`src/rtl/hazard_pkg.sv`:
```
// Shared types and encodings for the pipeline hazard controller.
package hazard_pkg;

  typedef enum logic [1:0] {
    RUN   = 2'd0,
    STALL = 2'd1,
    FLUSH = 2'd2
  } hz_state_e;

  localparam logic [1:0] FWD_RF    = 2'b00;
  localparam logic [1:0] FWD_EXMEM = 2'b10;
  localparam logic [1:0] FWD_MEMWB = 2'b01;

  // Register $0 is hardwired to zero, so it never produces a dependency.
  function automatic logic reg_match(input logic [4:0] a, input logic [4:0] b);
    return (a != 5'd0) && (a == b);
  endfunction

endpackage

```
`src/rtl/pipeline_hazard_ctrl_sat_counter.sv`:
```
// Saturating event counter: clear beats increment, holds at all-ones.
module sat_counter #(
  parameter int CNT_W = 16
) (
  input  logic             clk,
  input  logic             reset,
  input  logic             inc,
  input  logic             clr,
  output logic [CNT_W-1:0] count
);

  logic [CNT_W-1:0] count_reg;
  logic [CNT_W-1:0] count_next;

  always_comb begin
    count_next = count_reg;
    if (clr) begin
      count_next = '0;
    end else if (inc && (count_reg != {CNT_W{1'b1}})) begin
      count_next = count_reg + {{(CNT_W-1){1'b0}}, 1'b1};
    end
  end

  always_ff @(posedge clk or negedge reset) begin
    if (!reset) begin
      count_reg <= '0;
    end else begin
      count_reg <= count_next;
    end
  end

  assign count = count_reg;

endmodule

```
`src/rtl/pipeline_hazard_ctrl.sv`:
```
// 5-stage pipeline hazard control: stall/flush enables, operand forwarding, event counters.
// Build option: define HAZARD_FORWARDING_EN for load-use-only stalls plus EX/MEM and MEM/WB forwarding.
module pipeline_hazard_ctrl
  import hazard_pkg::*;
#(
  parameter int CNT_W = 16
) (
  input  logic             clk,
  input  logic             reset,
  input  logic [4:0]       id_rs,
  input  logic [4:0]       id_rt,
  input  logic             id_uses_rt,
  input  logic [4:0]       ex_rs,
  input  logic [4:0]       ex_rt,
  input  logic [4:0]       ex_rd,
  input  logic             ex_reg_write,
  input  logic             ex_mem_read,
  input  logic [4:0]       mem_rd,
  input  logic             mem_reg_write,
  input  logic [4:0]       wb_rd,
  input  logic             wb_reg_write,
  input  logic             branch_taken,
  input  logic             cnt_clr,
  output logic             pc_write,
  output logic             if_id_write,
  output logic             id_ex_bubble,
  output logic             flush,
  output logic [1:0]       fwd_a,
  output logic [1:0]       fwd_b,
  output logic [1:0]       state,
  output logic [CNT_W-1:0] stall_cnt,
  output logic [CNT_W-1:0] flush_cnt
);

  hz_state_e  state_reg;
  hz_state_e  state_next;
  logic       prod_ex;
  logic       prod_mem;
  logic [4:0] id_src [2];
  logic       id_src_used [2];
  logic       src_hit [2];
  logic       hazard;
  logic [1:0] fwd_sel [2];

`ifdef HAZARD_FORWARDING_EN
  logic [4:0] ex_src [2];

  // Only a load still in EX cannot be forwarded in time.
  assign prod_ex  = ex_reg_write & ex_mem_read;
  assign prod_mem = 1'b0;

  assign ex_src[0] = ex_rs;
  assign ex_src[1] = ex_rt;

  for (genvar gi = 0; gi < 2; gi++) begin : g_fwd
    assign fwd_sel[gi] = (mem_reg_write && reg_match(ex_src[gi], mem_rd)) ? FWD_EXMEM :
                         (wb_reg_write  && reg_match(ex_src[gi], wb_rd))  ? FWD_MEMWB :
                                                                            FWD_RF;
  end
`else
  logic unused_nofwd;

  assign prod_ex  = ex_reg_write;
  assign prod_mem = mem_reg_write;
  assign fwd_sel[0] = FWD_RF;
  assign fwd_sel[1] = FWD_RF;
  assign unused_nofwd = ^{ex_rs, ex_rt, ex_mem_read, wb_rd, wb_reg_write};
`endif

  assign id_src[0]      = id_rs;
  assign id_src[1]      = id_rt;
  assign id_src_used[0] = 1'b1;
  assign id_src_used[1] = id_uses_rt;

  // WB producers are absent: the register file writes before it is read.
  for (genvar gi = 0; gi < 2; gi++) begin : g_hit
    assign src_hit[gi] = id_src_used[gi] &&
                         ((prod_ex  && reg_match(id_src[gi], ex_rd)) ||
                          (prod_mem && reg_match(id_src[gi], mem_rd)));
  end

  assign hazard = (src_hit[0] | src_hit[1]) && (state_reg != FLUSH);

  always_comb begin
    pc_write     = 1'b1;
    if_id_write  = 1'b1;
    id_ex_bubble = 1'b0;
    flush        = 1'b0;
    if (reset) begin
      if (branch_taken) begin
        flush = 1'b1;
      end else if (hazard) begin
        pc_write     = 1'b0;
        if_id_write  = 1'b0;
        id_ex_bubble = 1'b1;
      end
    end
  end

  assign fwd_a = reset ? fwd_sel[0] : FWD_RF;
  assign fwd_b = reset ? fwd_sel[1] : FWD_RF;

  always_comb begin
    state_next = RUN;
    if (branch_taken) begin
      state_next = FLUSH;
    end else if (hazard) begin
      state_next = STALL;
    end
  end

  always_ff @(posedge clk or negedge reset) begin
    if (!reset) begin
      state_reg <= RUN;
    end else begin
      state_reg <= state_next;
    end
  end

  assign state = state_reg;

  sat_counter #(.CNT_W(CNT_W)) u_stall_cnt (
    .clk   (clk),
    .reset (reset),
    .inc   (hazard & ~branch_taken),
    .clr   (cnt_clr),
    .count (stall_cnt)
  );

  sat_counter #(.CNT_W(CNT_W)) u_flush_cnt (
    .clk   (clk),
    .reset (reset),
    .inc   (branch_taken),
    .clr   (cnt_clr),
    .count (flush_cnt)
  );

endmodule

```
`config.mk`:
```
export PLATFORM = sky130hd
export DESIGN_NAME = pipeline_hazard_ctrl
export DESIGN_NICKNAME = d
export VERILOG_FILES = /design/src/rtl/hazard_pkg.sv /design/src/rtl/pipeline_hazard_ctrl_sat_counter.sv /design/src/rtl/pipeline_hazard_ctrl.sv
export SDC_FILE = /design/constraint.sdc
export NUM_CORES = 1
export LEC_CHECK = 0
export BUFFER_PORTS_ARGS = -buffer_cell sky130_fd_sc_hd__buf_2
export CELL_PAD_IN_SITES_DETAIL_PLACEMENT = 2
export CELL_PAD_IN_SITES_GLOBAL_PLACEMENT = 2
export CORE_MARGIN = 2
export CORE_UTILIZATION = 26
export CTS_BUF_LIST = sky130_fd_sc_hd__clkbuf_16
export CTS_CLUSTER_SIZE = 12
export DETAILED_ROUTE_END_ITERATION = 6
export PLACE_DENSITY_LB_ADDON = 0.25
export SYNTH_ARGS = -nofsm -noshare
export SYNTH_HDL_FRONTEND = slang
export SYNTH_HIERARCHICAL = 1
export SYNTH_SLANG_ARGS = --single-unit
```
`constraint.sdc`:
```
create_clock -name clk -period 2 [get_ports clk]
set_clock_uncertainty 0.2 [all_clocks]
set_input_delay 0 -clock clk [delete_from_list [all_inputs] [get_ports clk]]
set_output_delay 0 -clock clk [all_outputs]
set_load 0.005 [all_outputs]
```
==> results of run 1 <==
==> kinds of logic (layout without fill, tap and decap cells) <==
logic type | Yosys count | in the layout | share of synthesized area
other | 1 | 4 | 0.00165
buffers and inverters | 22 | 147 | 0.0511
AO/OA/AOI/OAI | 53 | 53 | 0.149
adder cells (fa/ha/maj) | 2 | 2 | 0.0110
XOR/XNOR | 20 | 20 | 0.0770
flip-flops | 34 | 34 | 0.374
multiplexers | 8 | 8 | 0.0396
AND/OR/NAND/NOR | 103 | 103 | 0.297
==> how the worst max path moves through the flow <==
stage | cells past startpoint | end | startpoint
3_3_place_gp | 9 | u_stall_cnt/count[13]$_DFFE_PN0P_ | id_rs[4]
4_1_cts | 7 | u_flush_cnt/count[2]$_DFFE_PN0P_ | u_flush_cnt/count[1]$_DFFE_PN0P_
5_1_grt | 6 | u_flush_cnt/count[9]$_DFFE_PN0P_ | u_flush_cnt/count[0]$_DFFE_PN0P_
6_report | 6 | u_flush_cnt/count[9]$_DFFE_PN0P_ | u_flush_cnt/count[0]$_DFFE_PN0P_
2_1_floorplan | 9 | u_stall_cnt/count[11]$_DFFE_PN0P_ | id_rs[2]
3_5_place_dp | 9 | u_stall_cnt/count[13]$_DFFE_PN0P_ | id_rs[3]
==> layout by cell type, fill, tap and decap left out, types with 7 or more instances in the layout <==
| cell | n |
|---|---|
| dfrtp_1 | 31 |
| buf_2 | 58 |
| xor2_1 | 12 |
| buf_6 | 15 |
| nand4_1 | 12 |
| o31ai_1 | 12 |
| a21oi_1 | 7 |
| nor2b_1 | 8 |
| nand2_1 | 12 |
| nor4_4 | 9 |
| buf_4 | 53 |
| a21oi_2 | 15 |
| or4_4 | 11 |
| o21ai_1 | 7 |
| nor2_1 | 9 |
==> power by group through the flow <==
| stage | combinational [mW] | sequential (mW) | clock, mW |
|---|---|---|---|
| 2_1_floorplan | 0.0753 | 0.710 | 0 |
| 3_3_place_gp | 0.173 | 0.708 | 0 |
| 3_5_place_dp | 0.179 | 0.709 | 0 |
| 4_1_cts | 0.193 | 0.698 | 0.767 |
| 5_1_grt | 0.251 | 0.698 | 0.800 |
| 6_report | 0.229 | 0.698 | 0.755 |
==> repair_timing <==
item / CTS / global route
hold buffers: 2 / 0
gates cloned: 0 / 1
hold endpoints to repair: 37 / 0
resized for setup: 22 / 79
endpoints found under the setup margin: 30 / 21
pin swaps: 13 / 22
buffers inserted: 10 / 10
==> through the flow <==
stage	area (µm²)	hold slack [ps]	worst slack (ps)	util	cells
after floorplan	2300	-496	-29.3	-	246
after global placement	3000	-200	-318	0.349	448
after detailed placement	3000	-197	-440	0.349	448
after CTS	3340	41.4	-49.4	0.388	468
after global routing	3780	88.7	-126	0.440	479
final	3780	41.1	-70.5	0.440	479
==> per-layer routing <==
layer | GRT usage | vias to the layer above
li1 | - | 1167
met1 | 0.227 | 1264
met2 | 0.340 | 37
met3 | 0.0216 | 6
met4 | 0.0491 | 0
met5 | 0 | -
==> critical path, cell delays in order (launching register included) <==
cell     delay, ps
dfrtp_1        410
buf_6          120
and4_4         220
nand4_1        180
buf_6          200
nor4_4         290
mux2_4         340
==> cell type report <==
class	instances	area, µm²
fill	934	4820
multi-input combinational	190	1670
sequential	34	855
timing repair buffer	131	927
inverter	7	42.5
clock inverter	3	12.5
timing repair inverter	1	8.76
tap	108	135
clock buffer	5	125
==> metrics.txt, run 1 <==
share of cells above drive strength 1 0.563; iteration count of the initial detailed-routing pass 4; uppermost layer routed met4; width of the die about 98 µm; Cell Pwr Density between 400 and 500 mW/mm²; share of the yosys chip area belonging to registers 0.374; maximum operating frequency ~0.48 GHz; FFs w/ async S/R, synth 1.00; vias post-DR roughly 2.5k; maximum number of pins on one net before global-route repair 30; class of the tightest hold or removal check in2async; worst reg2reg startpoint u_flush_cnt/count[0]$_DFFE_PN0P_; most frequently used cell type in the post-synthesis netlist dfrtp_1; number of clock buffers inserted by TritonCTS 5; worst-skew pair later-pin latency around 280 ps; Avg WL per Cell 20.9 µm; CP Data Arrival Time between 2000 and 2500 ps; kind of capture point of the worst setup path flop; sum of net half-perimeters after detailed placement ~6200 µm; unrepaired setup endpoints after global routing true; total power draw around 1.7 mW; post-route minimum period 2070 ps; Net Sw Power 0.434 mW; cell internal power dissipation ~1.2 mW; Final setup violation count 8; core box area 0.00859 mm²; global routing usage summed across all routing layers 0.185; leading area contributor after synthesis dfrtp_1; reg2reg path depth 6; portion of the clock cycle consumed by the worst path in the final layout 1.04; element type at the critical path start flop; crit path setup slack, layout -70.5 ps; Switching Share 0.258; Reg2Reg Capture Point u_flush_cnt/count[9]$_DFFE_PN0P_; required time at the endpoint of the critical path 1960 ps; I/O pin count 86; cell types occupying the most area after synthesis dfrtp_1 (37%), xor2_1 (6.2%), a21oi_1 (5.1%); H-tree depth 2; Bufs on Longest Clock Path 2; leading cell types by count after synthesis dfrtp_1 (34), a21oi_1 (23), xor2_1 (16), o31ai_1 (14); vertical die dimension between 90 and 100 µm; largest fanout on the critical path 3; Placer Congestion 0.803; clock share of power 0.449; max-slew violation count 0; static leakage approximately 1.7 nW; clock-pin slew on the worst setup and hold paths about 50 ps; worst reg-to-reg setup slack -70 ps; relative contribution of sequential cells to total power 0.415; total number of yosys warnings 6; aggregate negative setup slack -197 ps; Row Count 34; initial antenna violation count 0; number of synthesized flops with an enable pin 0; average footprint of a synthesized cell 9.37 µm²; detailed-route vias per instance approximately 5.2; DR WL met3 approximately 200 µm; Setup Crit Path Kind reg2reg; grt ovf 0; count of inserted antenna diode cells 0; number of hold violations in the final report 0; routed wire length around 10000 µm; initial core utilization 0.265; number of design-rule violations left by the first detailed-router iteration 54; largest vdd supply drop 0.298 mV; max-slew headroom at the worst pin 0.583; # Max-Cap Violations 0; Distinct cells, synth 37; Die Outline Area between 0.009 and 0.01 mm²; number of nets with antenna violations after routing 0; synthesized instance count roughly 240; commonest register cell after synthesis dfrtp_1; Sinks on Clock Net 34; failing checks negative setup slack; Netlist Area Pre-Place 0.00228 mm²; area growth from synthesis to layout 66.0%; DRC violations left 0; Layout Nets ~420; cell at the root of the clock tree clkbuf_16; result of the run complete, but fails checks; Port Buffers 64; Met1 Wirelength about 4200 µm; vias in the first global route 2617; combinational group share of total power 0.136; Yosys top cell area share 0.374; met2 routed wirelength between 5000 and 6000 µm; flip-flop and latch count after synthesis 34; Worst Max-Slew Pin Slew 625 ps; clock tree from TritonCTS built; wire length of the first global-routing pass 14100 µm
Note: power is estimated with default switching activity, not from simulation.
==> run 2, diff against run 1 <==
--- a/config.mk
+++ b/config.mk
@@ -13,7 +13,9 @@
 export CTS_BUF_LIST = sky130_fd_sc_hd__clkbuf_16
 export CTS_CLUSTER_SIZE = 12
 export DETAILED_ROUTE_END_ITERATION = 6
+export HOLD_SLACK_MARGIN = 0.15
 export PLACE_DENSITY_LB_ADDON = 0.25
+export REMOVE_ABC_BUFFERS = 1
 export SYNTH_ARGS = -nofsm -noshare
 export SYNTH_HDL_FRONTEND = slang
 export SYNTH_HIERARCHICAL = 1
==> metrics.txt, run 2 (same netlist as run 1, synthesis figures left out) <==
initial core utilization 0.265 (unchanged); worst slack after detailed placement -573 ps (-133 ps); Placer Congestion 0.837 (+4.3%); largest vdd supply drop 0.324 mV (+9.0%); global routing usage summed across all routing layers 0.193 (+0.00824); clock tree from TritonCTS built; number of design-rule violations left by the first detailed-router iteration 40 (-26%); Filler cells 926 (-0.86%); result of the run complete, but fails checks; critical-path cell with the highest stage delay nor4_2; unrepaired setup endpoints after global routing true; initial antenna violation count 0 (unchanged); Worst Max-Slew Pin Slew 698 ps (+72.8 ps); stage delay of the slowest cell on the critical path 340 ps (-70 ps); register cell area after layout 852 µm² (-0.29%); Setup Crit Path Kind in2reg; class of the tightest hold or removal check in2async; number of hold violations in the final report 0 (unchanged); Final setup violation count 15 (+7); detailed-route vias per instance 5.27 (+2.1%); H-tree depth 2 (unchanged); area growth from synthesis to layout 67.3%; required time at the endpoint of the critical path 1960 ps (about the same); cell at the root of the clock tree clkbuf_16; I/O pin count 86 (unchanged); highest-count cells in the layout ignoring fill and taps buf_2 (59), buf_4 (59), dfrtp_1 (33), xor2_1 (13), buf_6 (13); share of cells above drive strength 1 0.551 (-0.0128); maximum operating frequency 0.418 GHz (-14%); Port Buffers 64 (unchanged); kind of capture point of the worst setup path flop; routed wire length 10300 µm (+2.8%); width of the die 97.6 µm (unchanged); clock-pin slew on the worst setup and hold paths 60 ps (about the same); Die Outline Area 0.00952 mm² (unchanged); Bufs on Longest Clock Path 2 (unchanged); post-route minimum period 2390 ps (+324 ps); vias in the first global route 2782 (+6.3%); portion of the clock cycle consumed by the worst path in the final layout 1.20 (+0.162); final core utilization 0.443 (+0.00364); area of the multi-input gates 0.00168 mm² (+0.45%); Worst path top cell family by delay simple AND/OR/NAND/NOR gates; element type at the critical path start input pin; count of inserted antenna diode cells 0 (unchanged); Avg WL per Cell 21.2 µm (+1.7%); crit path setup slack, layout -394 ps (-324 ps); Row Count 34 (unchanged); Post-Layout Cell Count 484 (+1.0%); sum of net half-perimeters after detailed placement 6030 µm (-3.0%); worst-skew pair later-pin latency 280 ps (about the same); cells traversed along the worst timing path buf_6 > xor2_1 > nor4_2 > a32oi_1 > o22ai_1 > and2_4 > clkinvlp_4 > buf_6 > buf_12 > nor4_4 > mux2_4; max-slew violation count 0 (unchanged); maximum number of pins on one net before global-route repair 33 (+10%); vias post-DR 2552 (+3.2%); Cell Pwr Density 437 mW/mm² (-1.9%); Worst Path Buf+Inv 4 (+2); max-slew headroom at the worst pin 0.535 (-0.0485); static leakage 1.66 nW (about the same); iteration count of the initial detailed-routing pass 4 (unchanged); largest fanout on the critical path 5 (+2); Sinks on Clock Net 34 (unchanged); Placed Cells 452 (+0.89%); grt ovf 0 (unchanged); DRC violations left 0 (unchanged); Layout Nets 423 (+1.7%); vertical die dimension 97.6 µm (unchanged); number of nets with antenna violations after routing 0 (unchanged); # Max-Cap Violations 0 (unchanged); CP Data Arrival Time 2350 ps (+320 ps); number of clock buffers inserted by TritonCTS 5 (unchanged); total power draw 1.66 mW (-1.1%); wire length of the first global-routing pass 14700 µm (+4.3%); core box area 0.00859 mm² (unchanged); failing checks negative setup slack; cell repeated most along the worst path buf_6
## run 2: cell count changes in the layout (fill, tap and decap cells not counted), moves of 3 or more
cell	change
or4_4	-3
buf_4	+6
or3_4	+4
a21oi_1	+4
a21oi_2	-3
or4_1	+3
## run 2: metrics by stage
stage | instance area, µm² | setup TNS [ps] | hold slack (ps)
6_report | 3810 | -3870 | 157
3_5_place_dp | 3020 | -7480 | -308
3_3_place_gp | 3020 | -6870 | -322
5_1_grt | 3810 | -4870 | 203
2_1_floorplan | 2200 | -1710 | -496
4_1_cts | 3500 | -1510 | 178
## run 2: path summary, 6_finish.rpt
| path | cells past startpoint | from | slack (ps) | endpoint |
|---|---|---|---|---|
| worst min-delay path | 3 | reset | 160 | u_stall_cnt/count[4]$_DFFE_PN0P_ |
| max in group asynchronous | 3 | reset | 670 | u_flush_cnt/count[2]$_DFFE_PN0P_ |
| min in group clk | 6 | id_uses_rt | 370 | state[0]$_DFF_PN0_ |
| worst max-delay path | 11 | id_rs[4] | -390 | u_stall_cnt/count[11]$_DFFE_PN0P_ |
| worst min register to register | 2 | u_flush_cnt/count[10]$_DFFE_PN0P_ | 410 | u_flush_cnt/count[10]$_DFFE_PN0P_ |
| worst max register to register | 8 | state[0]$_DFF_PN0_ | -280 | u_stall_cnt/count[11]$_DFFE_PN0P_ |
## run 2: power breakdown
| part | internal, mW | switching, mW | total [mW] |
|---|---|---|---|
| sequential | 0.693 | 0.00500 | 0.698 |
| combinational | 0.101 | 0.133 | 0.234 |
| clock | 0.443 | 0.288 | 0.731 |
## run 2: layout make-up
cell class | count | area share
clock buffers | 5 | 0.0329
clock inverters | 1 | 0.000986
inverters | 7 | 0.00887
multi-input cells | 190 | 0.441
flip-flops and latches | 34 | 0.224
well taps | 108 | 0.0355
repair buffers | 138 | 0.256
repair inverters | 1 | 0.00131
## run 2: routing by layer
metal,GRT usage,wire (µm),vias to the layer above
met2,0.345,5530,41
met1,0.240,4370,1311
met3,0.0273,228,13
met4,0.0566,157,0
li1,-,-,1187
met5,0,0,-
## run 2: what timing repair did
| item | in CTS | in global routing |
|---|---|---|
| resized for setup | 43 | 50 |
| hold buffers | 4 | 0 |
| pin swaps | 23 | 20 |
| buffers inserted | 15 | 8 |
| gates cloned | 0 | 1 |
| endpoints found under the setup margin | 26 | 30 |
| endpoints found under the hold margin | 51 | 0 |
## run 2: worst reg2reg max path: cells and delay by family (launching register included)
family | cells | cell delay (ps)
compound gates | 1 | 250
buf+inv | 4 | 490
flops | 1 | 390
simple gates | 2 | 500
mux | 1 | 330
